## config.mk

```make
export PLATFORM = sky130hd
export DESIGN_NAME = sram_port_arbiter
export DESIGN_NICKNAME = d
export VERILOG_FILES = /design/src/rtl/sram_arb_pkg.sv /design/src/rtl/rr_arbiter.sv /design/src/rtl/sram_port_arbiter.sv
export SDC_FILE = /design/constraint.sdc
export NUM_CORES = 1
export LEC_CHECK = 0
export ABC_AREA = 1
export BUFFER_PORTS_ARGS = -buffer_cell sky130_fd_sc_hd__buf_4
export CORE_MARGIN = 1
export CORE_UTILIZATION = 25
export CTS_CLUSTER_SIZE = 16
export DETAILED_ROUTE_END_ITERATION = 10
export MAX_ROUTING_LAYER = met4
export SLEW_MARGIN = 20
export SYNTH_ARGS = -nofsm -noshare
export SYNTH_HDL_FRONTEND = slang
export SYNTH_SLANG_ARGS = --single-unit
```

## constraint.sdc

```tcl
create_clock -name clk_i -period 2.55 [get_ports clk_i]
set_input_delay 0 -clock clk_i [delete_from_list [all_inputs] [get_ports clk_i]]
set_output_delay 0 -clock clk_i [all_outputs]
set_load 0.02 [all_outputs]
```

## src/rtl/sram_arb_pkg.sv

```systemverilog
// Shared types and constants for the buffer-SRAM port arbiter.
package sram_arb_pkg;

    typedef enum logic {
        ARB,
        LOCKED
    } arb_state_e;

    localparam int unsigned N_REQ_DEF = 3;
    localparam int unsigned AW_DEF    = 8;
    localparam int unsigned DW_DEF    = 32;
    localparam int unsigned IDX_W     = $clog2(N_REQ_DEF);

    typedef struct packed {
        logic              we;
        logic [AW_DEF-1:0] addr;
        logic [DW_DEF-1:0] wdata;
    } mem_req_t;

endpackage

```

## src/rtl/rr_arbiter.sv

```systemverilog
// Combinational round-robin picker: first request at or above the pointer, wrapping to 0.
module rr_arbiter #(
    parameter  int unsigned N  = 3,
    localparam int unsigned IW = (N > 1) ? $clog2(N) : 1
) (
    input  logic [N-1:0]  req,
    input  logic [IW-1:0] ptr,
    output logic [N-1:0]  gnt,
    output logic [IW-1:0] idx,
    output logic          any
);

    always_comb begin
        int unsigned j;
        gnt = '0;
        idx = '0;
        any = 1'b0;
        j   = 0;
        for (int unsigned i = 0; i < N; i++) begin
            j = 32'(ptr) + i;
            if (j >= N) begin
                j = j - N;
            end
            if (!any && req[j[IW-1:0]]) begin
                any              = 1'b1;
                gnt[j[IW-1:0]]   = 1'b1;
                idx              = j[IW-1:0];
            end
        end
    end

endmodule

```

## src/rtl/sram_port_arbiter.sv

```systemverilog
// Round-robin arbiter with burst lock sharing one single-port SRAM among N_REQ masters;
// registered memory-side outputs and read data returned to the granted requester two cycles later.
module sram_port_arbiter
    import sram_arb_pkg::*;
#(
    parameter  int unsigned N_REQ = 3,
    parameter  int unsigned WIDTH = 8,
    parameter  int unsigned COL   = 4,
    parameter  int unsigned SIZE  = 256,
    parameter  int unsigned CNT_W = 16,
    localparam int unsigned AW    = $clog2(SIZE),
    localparam int unsigned DW    = COL * WIDTH,
    localparam int unsigned IW    = (N_REQ > 1) ? $clog2(N_REQ) : 1
) (
    input  logic                   clk_i,
    input  logic                   rst_i,
    input  logic [N_REQ-1:0]       req_i,
    input  logic [N_REQ-1:0]       lock_i,
    input  logic [N_REQ-1:0]       we_i,
    input  logic [N_REQ*AW-1:0]    addr_i,
    input  logic [N_REQ*DW-1:0]    wdata_i,
    output logic [N_REQ-1:0]       gnt_o,
    output logic [N_REQ-1:0]       rvalid_o,
    output logic [DW-1:0]          rdata_o,
    output logic [N_REQ*CNT_W-1:0] stall_cnt_o,
    output logic                   mem_cenb_o,
    output logic                   mem_wenb_o,
    output logic [AW-1:0]          mem_addr_o,
    output logic [DW-1:0]          mem_data_o,
    input  logic [DW-1:0]          mem_data_i
);

    arb_state_e       state, state_n;
    logic [IW-1:0]    ptr, ptr_n;
    logic [IW-1:0]    owner, owner_n;
    logic [IW-1:0]    win;
    logic [N_REQ-1:0] elig, gnt, rv_n;
    logic             any, granted;
    logic             rd_pend;
    logic [IW-1:0]    rd_idx;

    function automatic logic [IW-1:0] next_idx(input logic [IW-1:0] v);
        if (32'(v) == N_REQ - 1) begin
            return '0;
        end
        return v + 1'b1;
    endfunction

    for (genvar k = 0; k < N_REQ; k++) begin : g_req
        logic [CNT_W-1:0] cnt;

        // While locked, only the owner is eligible for the arbiter.
        assign elig[k] = req_i[k] & ((state == ARB) | (owner == IW'(k)));
        assign rv_n[k] = rd_pend & (rd_idx == IW'(k));
        assign stall_cnt_o[k*CNT_W +: CNT_W] = cnt;

        always_ff @(posedge clk_i) begin
            if (rst_i) begin
                cnt <= '0;
            end else if (req_i[k] && !gnt_o[k] && !(&cnt)) begin
                cnt <= cnt + 1'b1;
            end
        end
    end

    rr_arbiter #(
        .N(N_REQ)
    ) u_rr (
        .req(elig),
        .ptr(ptr),
        .gnt(gnt),
        .idx(win),
        .any(any)
    );

    assign gnt_o   = rst_i ? '0 : gnt;
    assign granted = any & ~rst_i;
    assign rdata_o = (|rvalid_o) ? mem_data_i : '0;

    always_comb begin
        state_n = state;
        owner_n = owner;
        ptr_n   = ptr;
        unique case (state)
            ARB: begin
                if (any) begin
                    ptr_n = next_idx(win);
                    if (lock_i[win]) begin
                        state_n = LOCKED;
                        owner_n = win;
                    end
                end
            end
            LOCKED: begin
                // The releasing cycle's access was already granted above.
                if (!req_i[owner] || !lock_i[owner]) begin
                    state_n = ARB;
                    ptr_n   = next_idx(owner);
                end
            end
            default: state_n = ARB;
        endcase
    end

    always_ff @(posedge clk_i) begin
        if (rst_i) begin
            state      <= ARB;
            ptr        <= '0;
            owner      <= '0;
            rd_pend    <= 1'b0;
            rd_idx     <= '0;
            rvalid_o   <= '0;
            mem_cenb_o <= 1'b1;
            mem_wenb_o <= 1'b1;
            mem_addr_o <= '0;
            mem_data_o <= '0;
        end else begin
            state    <= state_n;
            ptr      <= ptr_n;
            owner    <= owner_n;
            rd_pend  <= granted & ~we_i[win];
            rd_idx   <= win;
            rvalid_o <= rv_n;
            if (granted) begin
                mem_cenb_o <= 1'b0;
                mem_wenb_o <= ~we_i[win];
                mem_addr_o <= addr_i[win*AW +: AW];
                mem_data_o <= wdata_i[win*DW +: DW];
            end else begin
                mem_cenb_o <= 1'b1;
                mem_wenb_o <= 1'b1;
            end
        end
    end

endmodule
```

Yosys cells after proc, flatten, opt, wreduce, memory -nomap -nowiden --
Index checks and enable logic that the tools add are counted.
Storage, ports and cells: input bits 163, register bits 101
Cells by class: reductions and logical operators 31, mux-type cells 52, equality and inequality tests 7, magnitude comparators 11, bitwise operators 17, shift-type cells 2, add/subtract/negate cells 10
Operator list (number):
- 96-bit by 8-bit indexed part select with 32-bit output | 1
- 16-bit by 1-bit adder with 16-bit output, second input constant | 3
- 16-bit AND reduction | 3
- 32-bit two-way mux | 1
- 2-bit two-way mux | 12
- 24-bit by 6-bit indexed part select with 8-bit output | 1
- 1-bit two-way mux | 23
- 2-bit by 3-bit < comparator with 1-bit output, second input constant | 5
- 1-bit binary-select mux with 2-bit select | 7
- 3-bit two-way mux | 4
- 1-bit logical AND | 11
- 1-bit zero test | 10
- 1-bit bitwise AND | 8
- 1-bit demux with 2-bit select | 3
- 2-bit equality test, second input constant | 3
- 2-bit by 1-bit greater-or-equal comparator with 1-bit output, second input constant | 3
- 3-bit by 2-bit greater-or-equal comparator with 1-bit output, second input constant | 2
- 3-bit bitwise OR | 2
- 2-bit subtractor, second input constant | 3
- 2-bit by 1-bit adder with 2-bit output, second input constant | 2
- 2-bit by 1-bit equality test with 1-bit output, second input constant | 2
- 2-bit zero test | 2
- 1-bit inverter | 4
- 2-bit case mux with 2 select lines | 1
- 12 further kinds | 14

Logic depth before layout (Yosys ltp) --
Gate-level depths: netlist of run 1.
depth in word-level cells 19, mapped depth 18

Hierarchy --
A second synthesis of run 1 with hierarchy kept.
Unflattened totals: cell total of the unflattened synthesis 919, area, all modules 5786.8 µm²
By module, submodules not included:
- sram_port_arbiter | sequential area each 2021.9 µm², cells an instance 855, times used 1, area an instance 5454.0 µm²
- rr_arbiter | sequential area each 0.0 µm², cells an instance 64, times used 1, area an instance 332.8 µm²

Least setup slack after synthesis of run 1 --
OpenSTA, ideal clock, no wires.
path kind flip-flop to flip-flop, start point register ptr[0], end point register g_req[2].cnt[6], path slack 0.436 ns, required time 2.418 ns, buffers on the path 1, arrival time 1.982 ns, period minus slack after synthesis 2.114 ns, cell stages (with the launch flop) 17, path through dfxtp_1 -> inv_1 -> ha_1 -> inv_1 -> nand3_1 -> nand3_1 -> nand2_2 -> nand2_1 -> nor2_2 -> nand2_2 -> nand3_1 -> nand2_1 -> nand2_4 -> inv_4 -> buf_4 -> nand2_1 -> a21oi_1
Between the ends: cells in the longest elaborated chain, start to end 15
RTL lines:
- from (decl) | RTL line sram_port_arbiter.sv:34 | logic [IW-1:0] ptr, ptr_n;
- from (signal assigned) | RTL line sram_port_arbiter.sv:119 | ptr <= ptr_n;
- 2-bit by 1-bit adder with 3-bit output (tied with other cells) | RTL line rr_arbiter.sv:20 | j = 32'(ptr) + i;
- 3-bit by 2-bit greater-or-equal comparator with 1-bit output (tied with other cells) | RTL line rr_arbiter.sv:21 | if (j >= N) begin
- 2-bit two-way mux (tied with other cells) | RTL line rr_arbiter.sv:21
- 2-bit by 3-bit < comparator with 1-bit output (implied by the code) (tied with other cells) | RTL line rr_arbiter.sv:26 | gnt[j[IW-1:0]] = 1'b1;
- 1-bit logical AND (implied by the code) (tied with other cells) | RTL line rr_arbiter.sv:26
- 1-bit two-way mux (implied by the code) (tied with other cells) | RTL line rr_arbiter.sv:26
- 1-bit demux with 2-bit select (tied with other cells)
- 3-bit bitwise OR (no source line) / 1-bit two-way mux (equally long branches)
- 3-bit two-way mux / 1-bit zero test (equally long branches) | RTL line rr_arbiter.sv:24 | if (!any && req[j[IW-1:0]]) begin
- 3-bit bitwise OR (no source line) / 1-bit logical AND (equally long branches)
- 3-bit two-way mux * | RTL line rr_arbiter.sv:24
- 3-bit two-way mux * | RTL line sram_port_arbiter.sv:76 | assign gnt_o = rst_i ? '0 : gnt;
- 1-bit zero test * | RTL line sram_port_arbiter.sv:60 | end else if (req_i[k] && !gnt_o[k] && !(&cnt)) begin
- 1-bit logical AND * (2 in series) | RTL line sram_port_arbiter.sv:60
- to (signal assigned) | RTL line sram_port_arbiter.sv:61 | cnt <= cnt + 1'b1;
- to (decl) | RTL line sram_port_arbiter.sv:50 | logic [CNT_W-1:0] cnt;
Mark *: on every way between the ends. The rest lies on a longest branch, timed or not. The select of a mux whose other input is x is not followed. A chain may end at the register's enable or synchronous reset.

Worst setup path in the final report of run 1 --
start point register ptr[0], end point register owner[0]
Between the ends: cells in the longest elaborated chain, start to end 14
RTL lines:
- parallel branches: the longest is 14 deep, another holds 2-bit by 1-bit adder with 3-bit output
- to (signal assigned) | RTL line sram_port_arbiter.sv:120 | owner <= owner_n;
- to (decl) | RTL line sram_port_arbiter.sv:35 | logic [IW-1:0] owner, owner_n;
Several ways; the timed one is not identified. The select of a mux whose other input is x is not followed.

==> flow_summary_export.csv, run 1 <==
group,metric,value,unit
final_layout,mostFrequentLayoutCells,"nand2_1 (315), buf_4 (304), nor2_1 (125)",
critical_path,critical_path_depth,14,
critical_path,reg2regPathDepth,14,
sta,worst_pin_slew,752,ps
pwr,p_sw_share,48.3,%
final_layout,stdcell_area,0.00969,mm²
drt,postRouteAntennaNets,0,
final_layout,syn2layout_area_growth,54.7,%
pwr,power_frac_comb,61.8,%
final_layout,n_fill_cell,2559,
drt,wirelength,21.6,mm
pwr,p_int,4.76,mW
pwr,p_clk_share,14.2,%
critical_path,critPathBufInv,3,
synth,synth_edf_count,0,
synth,ys_seq_elements,101,
final_layout,drive_gt1_share,26.9,%
synth,synth.cell_area,0.00626,mm²
grt,grt_max_degree,67,
sta,period_share,90.5,%
sta,rsz0062_at_grt,"false",
sta,relSlewSlack,49.8,%
floorplan,die_x,160,µm
synth,synth_area_leaders,"dfxtp_1 (32%), nand2_1 (19%), nor2_1 (7.5%)",
synth,synth_cell_type_count,39,
synth,synth_cells,1013,
synth,avgSynthCellArea,6.18,µm²
final_layout,mostFrequentLayoutCell,"nand2_1",
pwr,leakage,4.70,nW
synth,yosysWarningCount,0,
status,status,"complete, no violations",
floorplan,core,0.0245,mm²
final_layout,nNetsFinal,1520,
drt,first_pass_iters,5,
sta,max_freq,0.433,GHz
clock_network,numCtsBuffers,9,
drt,wl_per_cell,12.9,µm
critical_path,crit_family,"simple AND/OR/NAND/NOR gates",
floorplan,initial_core_util,25.6,%
grt,track_usage,17.1,%
critical_path,regToRegSetupSlack,240,ps
floorplan,die_y,160,µm
min_path,hp-class,"in2reg",
critical_path,max_stage_delay,370,ps
floorplan,die-area,0.0257,mm²
place,gp_congestion,0.877,
clock_network,clock_latency,350,ps
min_path,hold_depth,5,
sta,hold_violations,0,
sta,report.final.slew_viol_count,0,
place,hpwl,16.0,mm
clock_network,cts-root-buf,"clkbuf_16",
sta,finalSetupViolCount,0,
grt,grt_pass1_vias,7181,
place,io_buffers,290,
critical_path,worstPathCellList,"inv_1 -> ha_1 -> buf_4 -> nand2_1 -> nand3_1 -> nand2_1 -> nand3_1 -> nand2_2 -> nand2_2 -> buf_12 -> a21oi_1 -> nand3_1 -> nor2_1 -> nor2_1",
drt,drt-initial-drc-count,257,
critical_path,cpMostUsedCell,"nand3_1",
critical_path,criticalPathCategory,"reg2reg",
synth,yosysSeqAreaShare,32.3,%
pwr,p_seq_share,24.1,%
floorplan,ioPinCount,291,
min_path,holdPathEnd,"mem_data_o[12]",
critical_path,path_max_fanout,45,
clock_network,clk_pin_slew,70,ps
critical_path,worstReg2RegStart,"ptr[0]",
final_layout,num_antenna_cells,0,
critical_path,startpoint_type,"register",
sta,whs,15.1,ps
pwr,p_switching,4.44,mW
synth,synthArstFlopShare,0,%
critical_path,required,2800,ps
synth,syn_nets,1183,
drt,viasPerCell,4.44,
synth,yosys.area.top_type_share,32.3,%
place,placed_area,0.00878,mm²
grt,grt_overflow,0,
sta,fin_crit,2310,ps
sta,fin_setup_tns,0,ps
job,max-cap-violations,0,
synth,yosys.area.top_type,"dfxtp_1",
floorplan,rows,57,
drt,drc,0,
grt,antenna_found_initial,0,
pwr,irDropWorstVdd,0.459,mV
min_path,min-delay-start,"wdata_i[76]",
grt,grt_first_pass_wirelength,34.6,mm
clock_network,cts_htree_levels,3,
pwr,powerDensity,950,mW/mm²
sta,fin_worst_skew,12.1,ps
drt,num_vias,7451,
clock_network,cts_num_sinks,101,
clock_network,cts_tree,"built",
critical_path,rr_endpoint,"owner[0]",
clock_network,clockBufferDepth,2,
synth,yosys_most_used_dff,"dfxtp_1",
critical_path,worst_path_max_delay_cell,"dfxtp_1",
critical_path,end_kind,"register",
critical_path,worstPathArrival,2560,ps
through the flow:
step           std cells  total power [mW]  setup WS (ps)  util, %
2_1_floorplan       1013              5.96            436        -
3_3_place_gp        1602              7.81            164     35.9
3_5_place_dp        1602              7.82            155     35.9
4_1_cts             1677              9.25            135     39.4
5_1_grt             1679              10.0           13.7     39.6
6_report            1679              9.20            242     39.6
registers in the layout, indices dropped and copies added, names as in the netlist:
signal      cells
g_req.cnt      48
mem_data_o     32
mem_addr_o      8
rvalid_o        3
owner           2
ptr             2
rd_idx          2
mem_cenb_o      1
mem_wenb_o      1
rd_pend         1
state           1
worst min-delay path, delay by kind of cell:
kind                   cells  cell delay, ps
AOI/OAI and AO/OA          1             120
buffers and inverters      1              80
and+or+nand+nor            3             140
worst max path at each step:
stage,from,to,slack [ps]
after floorplan,ptr[0],g_req[2].cnt[6],440
after global placement,ptr[0],g_req[0].cnt[9],160
after detailed placement,ptr[0],g_req[0].cnt[8],160
after CTS,ptr[0],g_req[0].cnt[9],130
after global routing,ptr[0],owner[0],10
final,ptr[0],owner[0],240
logic make-up (layout without fill, tap and decap cells):
| logic type | count (synthesis) | count (layout) | share of synthesized area, % |
|---|---|---|---|
| AO/OA/AOI/OAI | 120 | 120 | 10.1 |
| flip-flops | 101 | 101 | 32.3 |
| adder cells (fa/ha/maj) | 7 | 7 | 1.40 |
| AND/OR/NAND/NOR | 583 | 583 | 39.3 |
| XOR/XNOR | 37 | 37 | 5.17 |
| buffers and inverters | 165 | 507 | 11.8 |
synth_stat cells (2+ instances only):
cell type and n:
nand2_4 2, xnor2_1 10, buf_2 15, clkbuf_1 12, nand4_1 9, buf_4 7
nand2_2 13, nand3_1 77, ha_1 7, nor2_4 2, inv_1 111, a21oi_1 55
nor2_2 3, inv_2 6, nor3_1 20, o21ai_0 31, nor4_1 10, xor2_1 27
or2_2 2, nor2_1 125, nand2_1 315, or2_1 2, inv_4 2, a31oi_1 2
buf_6 9, dfxtp_1 101, o21ai_1 23, o21ai_2 3, clkinv_1 2
final cells by class:
class	count	area, µm²	share of cell area [%]
clock buffer	11	233	2.40
inverter	121	462	4.77
tap	324	405	4.18
multi-input combinational	747	3520	36.3
sequential	101	2020	20.9
timing repair buffer	370	3010	31.1
clock inverter	5	36.3	0.375
power groups by stage:
stage / Sequential, mW / Combinational (mW) / Clock, mW
global placement: 2.23 / 5.58 / 0
CTS: 2.22 / 5.67 / 1.37
global route: 2.27 / 6.31 / 1.42
detailed placement: 2.24 / 5.57 / 0
floorplan: 2.59 / 3.37 / 0
finish: 2.21 / 5.68 / 1.30
metal layers:
| layer | GRT usage (%) | wire, µm | up-vias |
|---|---|---|---|
| met2 | 29.4 | 10200 | 307 |
| met3 | 3.92 | 1520 | 27 |
| met1 | 19.5 | 9480 | 3268 |
| met4 | 5.58 | 380 | 0 |
| li1 | - | - | 3849 |
| met5 | - | 0 | - |
what timing repair did:
item,in CTS,in global routing
buffers inserted,0,2
hold buffers,59,0
resized for setup,0,5
hold endpoints to repair,42,0
setup endpoints to repair,0,41
(Power assumes the default switching activity.)
==> run 2, diff against run 1 <==
==> constraint.sdc (replaced) <==
create_clock -name clk_i -period 2 [get_ports clk_i]
set_input_delay 0 -clock clk_i [delete_from_list [all_inputs] [get_ports clk_i]]
set_output_delay 0 -clock clk_i [all_outputs]
set_load 0.02 [all_outputs]
==> flow_summary_export.csv, run 2 (same netlist as run 1, synthesis figures left out) <==
group,metric,value,unit
floorplan,initial_core_util,25.6,%
critical_path,worstPathArrival,2360,ps
final_layout,largest_reg_flops,48,
place,io_buffers,290,
floorplan,die_y,160,µm
grt,track_usage,18.8,%
sta,max_freq,0.464,GHz
final_layout,drive_gt1_share,38.8,%
place,gp_congestion,0.863,
final_layout,reg_top3,"g_req.cnt x48, mem_data_o x32, mem_addr_o x8",
final_layout,final_util,46.2,%
drt,first_pass_iters,4,
floorplan,rows,57,
grt,grt_pass1_vias,7754,
drt,drc,0,
final_layout,regMostFlops,"g_req.cnt",
status,status,"finished, violations left",
place,placed_area,0.00925,mm²
final_layout,stdcell_area,0.0113,mm²
sta,worst_pin_slew,810,ps
critical_path,end_kind,"register",
final_layout,syn2layout_area_growth,80.3,%
grt,grt_overflow,0,
sta,fin_worst_skew,9.91,ps
final_layout,mostFrequentLayoutCells,"buf_4 (349), nand2_1 (266), nor2_1 (122)",
clock_network,cts_htree_levels,3,
drt,postRouteAntennaNets,0,
clock_network,cts_tree,"built",
min_path,hp-class,"in2reg",
pwr,p_total,16.0,mW
drt,num_vias,7977,
clock_network,numCtsBuffers,9,
drt,wl_per_cell,14.4,µm
sta,hold_violations,0,
sta,period_share,108,%
clock_network,cts-root-buf,"clkbuf_16",
grt,grt_first_pass_wirelength,37.8,mm
sta,report.final.slew_viol_count,0,
critical_path,startpoint_type,"register",
pwr,irDropWorstVdd,0.922,mV
critical_path,required,2200,ps
place,post-place-ws,-251,ps
floorplan,ioPinCount,291,
critical_path,criticalPathCategory,"reg2reg",
critical_path,reg2regPathDepth,13,
grt,grt_max_degree,67,
sta,finalSetupViolCount,78,
pwr,leakage,5.38,nW
floorplan,die-area,0.0257,mm²
critical_path,path_max_fanout,6,
final_layout,mostFrequentLayoutCell,"buf_4",
drt,viasPerCell,4.52,
clock_network,clock_latency,350,ps
sta,rsz0062_at_grt,"true",
critical_path,regToRegSetupSlack,-160,ps
place,hpwl,17.0,mm
drt,drt-initial-drc-count,300,
pwr,powerDensity,1420,mW/mm²
drt,wirelength,25.4,mm
job,max-cap-violations,0,
status,violations,"negative setup slack",
clock_network,clk_pin_slew,80,ps
final_layout,final_cells,1763,
critical_path,rr_endpoint,"g_req[0].cnt[5]",
critical_path,critPathLaunch,"ptr[0]",
clock_network,clockBufferDepth,2,
floorplan,die_x,160,µm
clock_network,cts_num_sinks,101,
critical_path,worstReg2RegStart,"ptr[0]",
grt,antenna_found_initial,0,
sta,fin_crit,2160,ps
sta,fin_ws,-155,ps
floorplan,core,0.0245,mm²
final_layout,num_antenna_cells,0,
sta,relSlewSlack,46.0,%
critical_path,worstSetupEndpoint,"g_req[0].cnt[5]",
place,dp.cells,1656,
final_layout,nNetsFinal,1604,
[run 2: metrics by stage]
stage / setup TNS [ps] / hold WS [ps]
floorplan: 0 / 119
global placement: -10490 / 285
detailed placement: -12910 / 287
CTS: -1170 / 0.403
global route: -17110 / 32.0
finish: -5560 / 2.30
[run 2: final cells by class]
class / instances / area (µm²)
sequential: 101 / 2040
clock inverter: 5 / 58.8
fill: 2471 / 13200
multi-input combinational: 749 / 4090
tap: 324 / 405
timing repair inverter: 1 / 8.76
clock buffer: 11 / 233
inverter: 121 / 492
timing repair buffer: 451 / 3970
[run 2: report_power, final]
| group | internal, mW | switching [mW] | total [mW] |
|---|---|---|---|
| combinational | 5.16 | 6.24 | 11.4 |
| sequential | 2.52 | 0.316 | 2.84 |
| clock | 0.976 | 0.816 | 1.79 |
| total | 8.65 | 7.38 | 16.0 |
[run 2: worst min path at each step]
stage | start | endpoint | slack (ps) | cells past startpoint
after floorplan | mem_data_i[0] | rdata_o[0] | 120 | 2
after global placement | wdata_i[81] | mem_data_o[17] | 280 | 3
after detailed placement | wdata_i[81] | mem_data_o[17] | 290 | 3
after CTS | addr_i[16] | mem_addr_o[0] | 0.4 | 5
after global routing | addr_i[6] | mem_addr_o[6] | 30 | 5
final | wdata_i[74] | mem_data_o[10] | 2 | 5
[run 2: worst max-delay path: stages, from the launching register on]
cell	delay, ps
dfxtp_4	360
inv_4	40
ha_4	240
o21ai_1	260
nand2_4	120
nand3_4	130
buf_6	110
nor2_4	30
o21ai_4	160
buf_6	150
nand2_8	80
clkbuf_16	200
nand2_2	50
a21oi_1	60
[run 2: repair_timing]
| action | 4_1_cts | 5_1_grt |
|---|---|---|
| buffers inserted | 15 | 7 |
| gates resized for setup | 102 | 106 |
| endpoints found under the setup margin | 98 | 98 |
| cloned | 5 | 12 |
| hold buffers | 55 | 0 |
| pin swaps | 17 | 36 |
| endpoints found under the hold margin | 42 | 0 |
[run 2: per-layer routing]
| metal | part of all wire, % | track usage [%] | wire length, µm | vias up |
|---|---|---|---|---|
| met5 | 0 | - | 0 | - |
| met4 | 2.8 | 6.23 | 709 | 0 |
| met3 | 6.7 | 4.68 | 1690 | 54 |
| met2 | 48 | 33.0 | 12300 | 306 |
| met1 | 42 | 20.6 | 10700 | 3588 |
| li1 | - | - | - | 4029 |
==> run 3, diff against run 2 <==
--- a/config.mk
+++ b/config.mk
@@ -12,6 +12,7 @@
 export CTS_CLUSTER_SIZE = 16
 export DETAILED_ROUTE_END_ITERATION = 10
 export MAX_ROUTING_LAYER = met4
+export SKIP_CTS_REPAIR_TIMING = 1
 export SLEW_MARGIN = 20
 export SYNTH_ARGS = -nofsm -noshare
 export SYNTH_HDL_FRONTEND = slang
==> constraint.sdc (replaced) <==
create_clock -name clk_i -period 2.02 [get_ports clk_i]
set_input_delay 0 -clock clk_i [delete_from_list [all_inputs] [get_ports clk_i]]
set_output_delay 0 -clock clk_i [all_outputs]
set_load 0.02 [all_outputs]
==> flow_summary_export.csv, run 3 (same netlist as run 1, synthesis figures left out) <==
group,metric,value,unit
floorplan,ioPinCount,291,
drt,first_pass_iters,4,
pwr,powerDensity,1380,mW/mm²
drt,drt-initial-drc-count,370,
pwr,p_seq_share,18.7,%
final_layout,syn2layout_area_growth,73.6,%
min_path,holdPathEnd,"mem_data_o[19]",
drt,wl_per_cell,14.0,µm
job,max-cap-violations,0,
place,hpwl,17.0,mm
clock_network,clockBufferDepth,2,
pwr,power_frac_comb,69.7,%
grt,grt_first_pass_wirelength,34.5,mm
final_layout,final_util,44.5,%
critical_path,regToRegSetupSlack,-110,ps
floorplan,die_y,160,µm
floorplan,die_x,160,µm
critical_path,criticalPathCategory,"reg2out",
final_layout,reg_top3,"g_req.cnt x48, mem_data_o x32, mem_addr_o x8",
sta,whs,-58.4,ps
critical_path,end_kind,"primary output",
critical_path,worstPathArrival,2150,ps
final_layout,largest_reg_flops,48,
final_layout,n_fill_cell,2482,
critical_path,worst_path_max_delay_cell,"dfxtp_4",
critical_path,max_stage_delay,380,ps
sta,fin_worst_skew,13.4,ps
clock_network,clock_latency,360,ps
final_layout,nNetsFinal,1574,
pwr,p_int,7.98,mW
clock_network,cts-root-buf,"clkbuf_16",
floorplan,initial_core_util,25.6,%
critical_path,worstPathCellList,"inv_4 -> ha_4 -> inv_4 -> nand3_2 -> nand3_2 -> nand2_4 -> nand2_2 -> nor2_4 -> nand2_2 -> nand3_2 -> nand2_4 -> inv_2 -> buf_6",
clock_network,clk_pin_slew,80,ps
final_layout,drive_gt1_share,38.1,%
grt,grt_overflow,0,
critical_path,worstReg2RegStart,"ptr[0]",
critical_path,rr_endpoint,"g_req[2].cnt[13]",
critical_path,critPathBufInv,4,
sta,worst_pin_slew,748,ps
min_path,hold_depth,5,
critical_path,startpoint_type,"register",
sta,report.final.slew_viol_count,0,
pwr,p_sw_share,46.8,%
sta,max_freq,0.464,GHz
floorplan,rows,57,
clock_network,cts_htree_levels,3,
sta,period_share,107,%
sta,finalSetupViolCount,91,
critical_path,crit_family,"simple AND/OR/NAND/NOR gates",
drt,wirelength,24.3,mm
sta,fin_ws,-133,ps
drt,num_vias,7918,
pwr,irDropWorstVdd,0.900,mV
clock_network,numCtsBuffers,9,
critical_path,cpMostUsedCell,"nand3_2",
min_path,hp-class,"in2reg",
final_layout,mostFrequentLayoutCell,"buf_4",
floorplan,die-area,0.0257,mm²
sta,fin_crit,2150,ps
floorplan,core,0.0245,mm²
place,gp_congestion,0.872,
status,status,"finished, violations left",
sta,hold_violations,15,
status,violations,"negative hold slack, negative setup slack",
drt,postRouteAntennaNets,0,
place,io_buffers,290,
sta,rsz0062_at_grt,"true",
critical_path,required,2020,ps
drt,viasPerCell,4.57,
drt,drc,0,
pwr,leakage,5.22,nW
grt,grt_max_degree,67,
critical_path,critPathLaunch,"ptr[0]",
final_layout,regMostFlops,"g_req.cnt",
final_layout,mostFrequentLayoutCells,"buf_4 (345), nand2_1 (270), nor2_1 (122)",
grt,antenna_found_initial,1,
grt,track_usage,17.1,%
sta,relSlewSlack,50.1,%
pwr,p_switching,7.01,mW
critical_path,reg2regPathDepth,15,
critical_path,path_max_fanout,5,
clock_network,cts_num_sinks,101,
clock_network,cts_tree,"built",
sta,fin_setup_tns,-5400,ps
pwr,p_clk_share,11.6,%
min_path,min-delay-start,"wdata_i[51]",
grt,grt_pass1_vias,7212,
-- run 3: final cells by class --
cell class / count / area, µm² / area share [%]
Timing Repair Buffer: 422 / 3620 / 33.3
Clock buffer: 9 / 225 / 2.07
Timing Repair inverter: 1 / 8.76 / 0.0805
Tap cell: 324 / 405 / 3.73
Sequential cell: 101 / 2030 / 18.7
Antenna cell: 1 / 2.50 / 0.0230
Multi-Input combinational cell: 748 / 4020 / 37.0
Clock inverter: 7 / 65.1 / 0.598
Inverter: 121 / 492 / 4.52
-- run 3: per-stage QoR --
| stage | instance area [µm²] | power [mW] | hold slack (ps) | worst slack, ps | instances |
|---|---|---|---|---|---|
| global route | 10900 | 16.1 | -4.23 | -232 | 1734 |
| CTS | 9510 | 12.4 | -100 | -274 | 1666 |
| floorplan | 6280 | 7.55 | 119 | -0.111 | 1013 |
| finish | 10900 | 15.0 | -58.4 | -133 | 1734 |
| detailed placement | 9220 | 10.6 | 288 | -215 | 1650 |
| global placement | 9220 | 10.5 | 281 | -181 | 1650 |
-- run 3: worst reg2reg max path: stages, from the launching register on --
cell and delay, ps:
dfxtp_4 370, buf_6 120, ha_4 180, inv_2 70, nand3_2 100, nand3_4 160
nand2_8 90, nand2_2 100, nor2_4 50, nand2_2 120, nand3_2 120, nand2_4 120
nand2_8 100, buf_12 170, nand2_1 50, a21oi_1 60
-- run 3: power by group through the flow --
| stage | registers [mW] | clock network [mW] | logic (mW) |
|---|---|---|---|
| 4_1_cts | 2.77 | 1.82 | 7.77 |
| 6_report | 2.81 | 1.74 | 10.4 |
| 5_1_grt | 2.87 | 1.88 | 11.3 |
| 3_3_place_gp | 2.80 | 0 | 7.72 |
| 2_1_floorplan | 3.27 | 0 | 4.28 |
| 3_5_place_dp | 2.81 | 0 | 7.74 |
-- run 3: worst max-delay path by stage --
stage / to / slack [ps] / cells after the start
floorplan: g_req[2].cnt[6] / -0.1 / 16
CTS: gnt_o[2] / -270 / 13
global route: gnt_o[2] / -230 / 13
finish: gnt_o[2] / -130 / 13
detailed placement: mem_data_o[4] / -220 / 16
global placement: mem_data_o[4] / -180 / 16
-- run 3: routing by layer --
layer | up-vias | GRT usage (%) | share of wire, %
li1 | 3974 | - | -
met1 | 3571 | 19.4 | 42
met2 | 333 | 29.3 | 49
met3 | 40 | 4.52 | 7.1
met4 | 0 | 5.37 | 2.6
met5 | - | - | 0
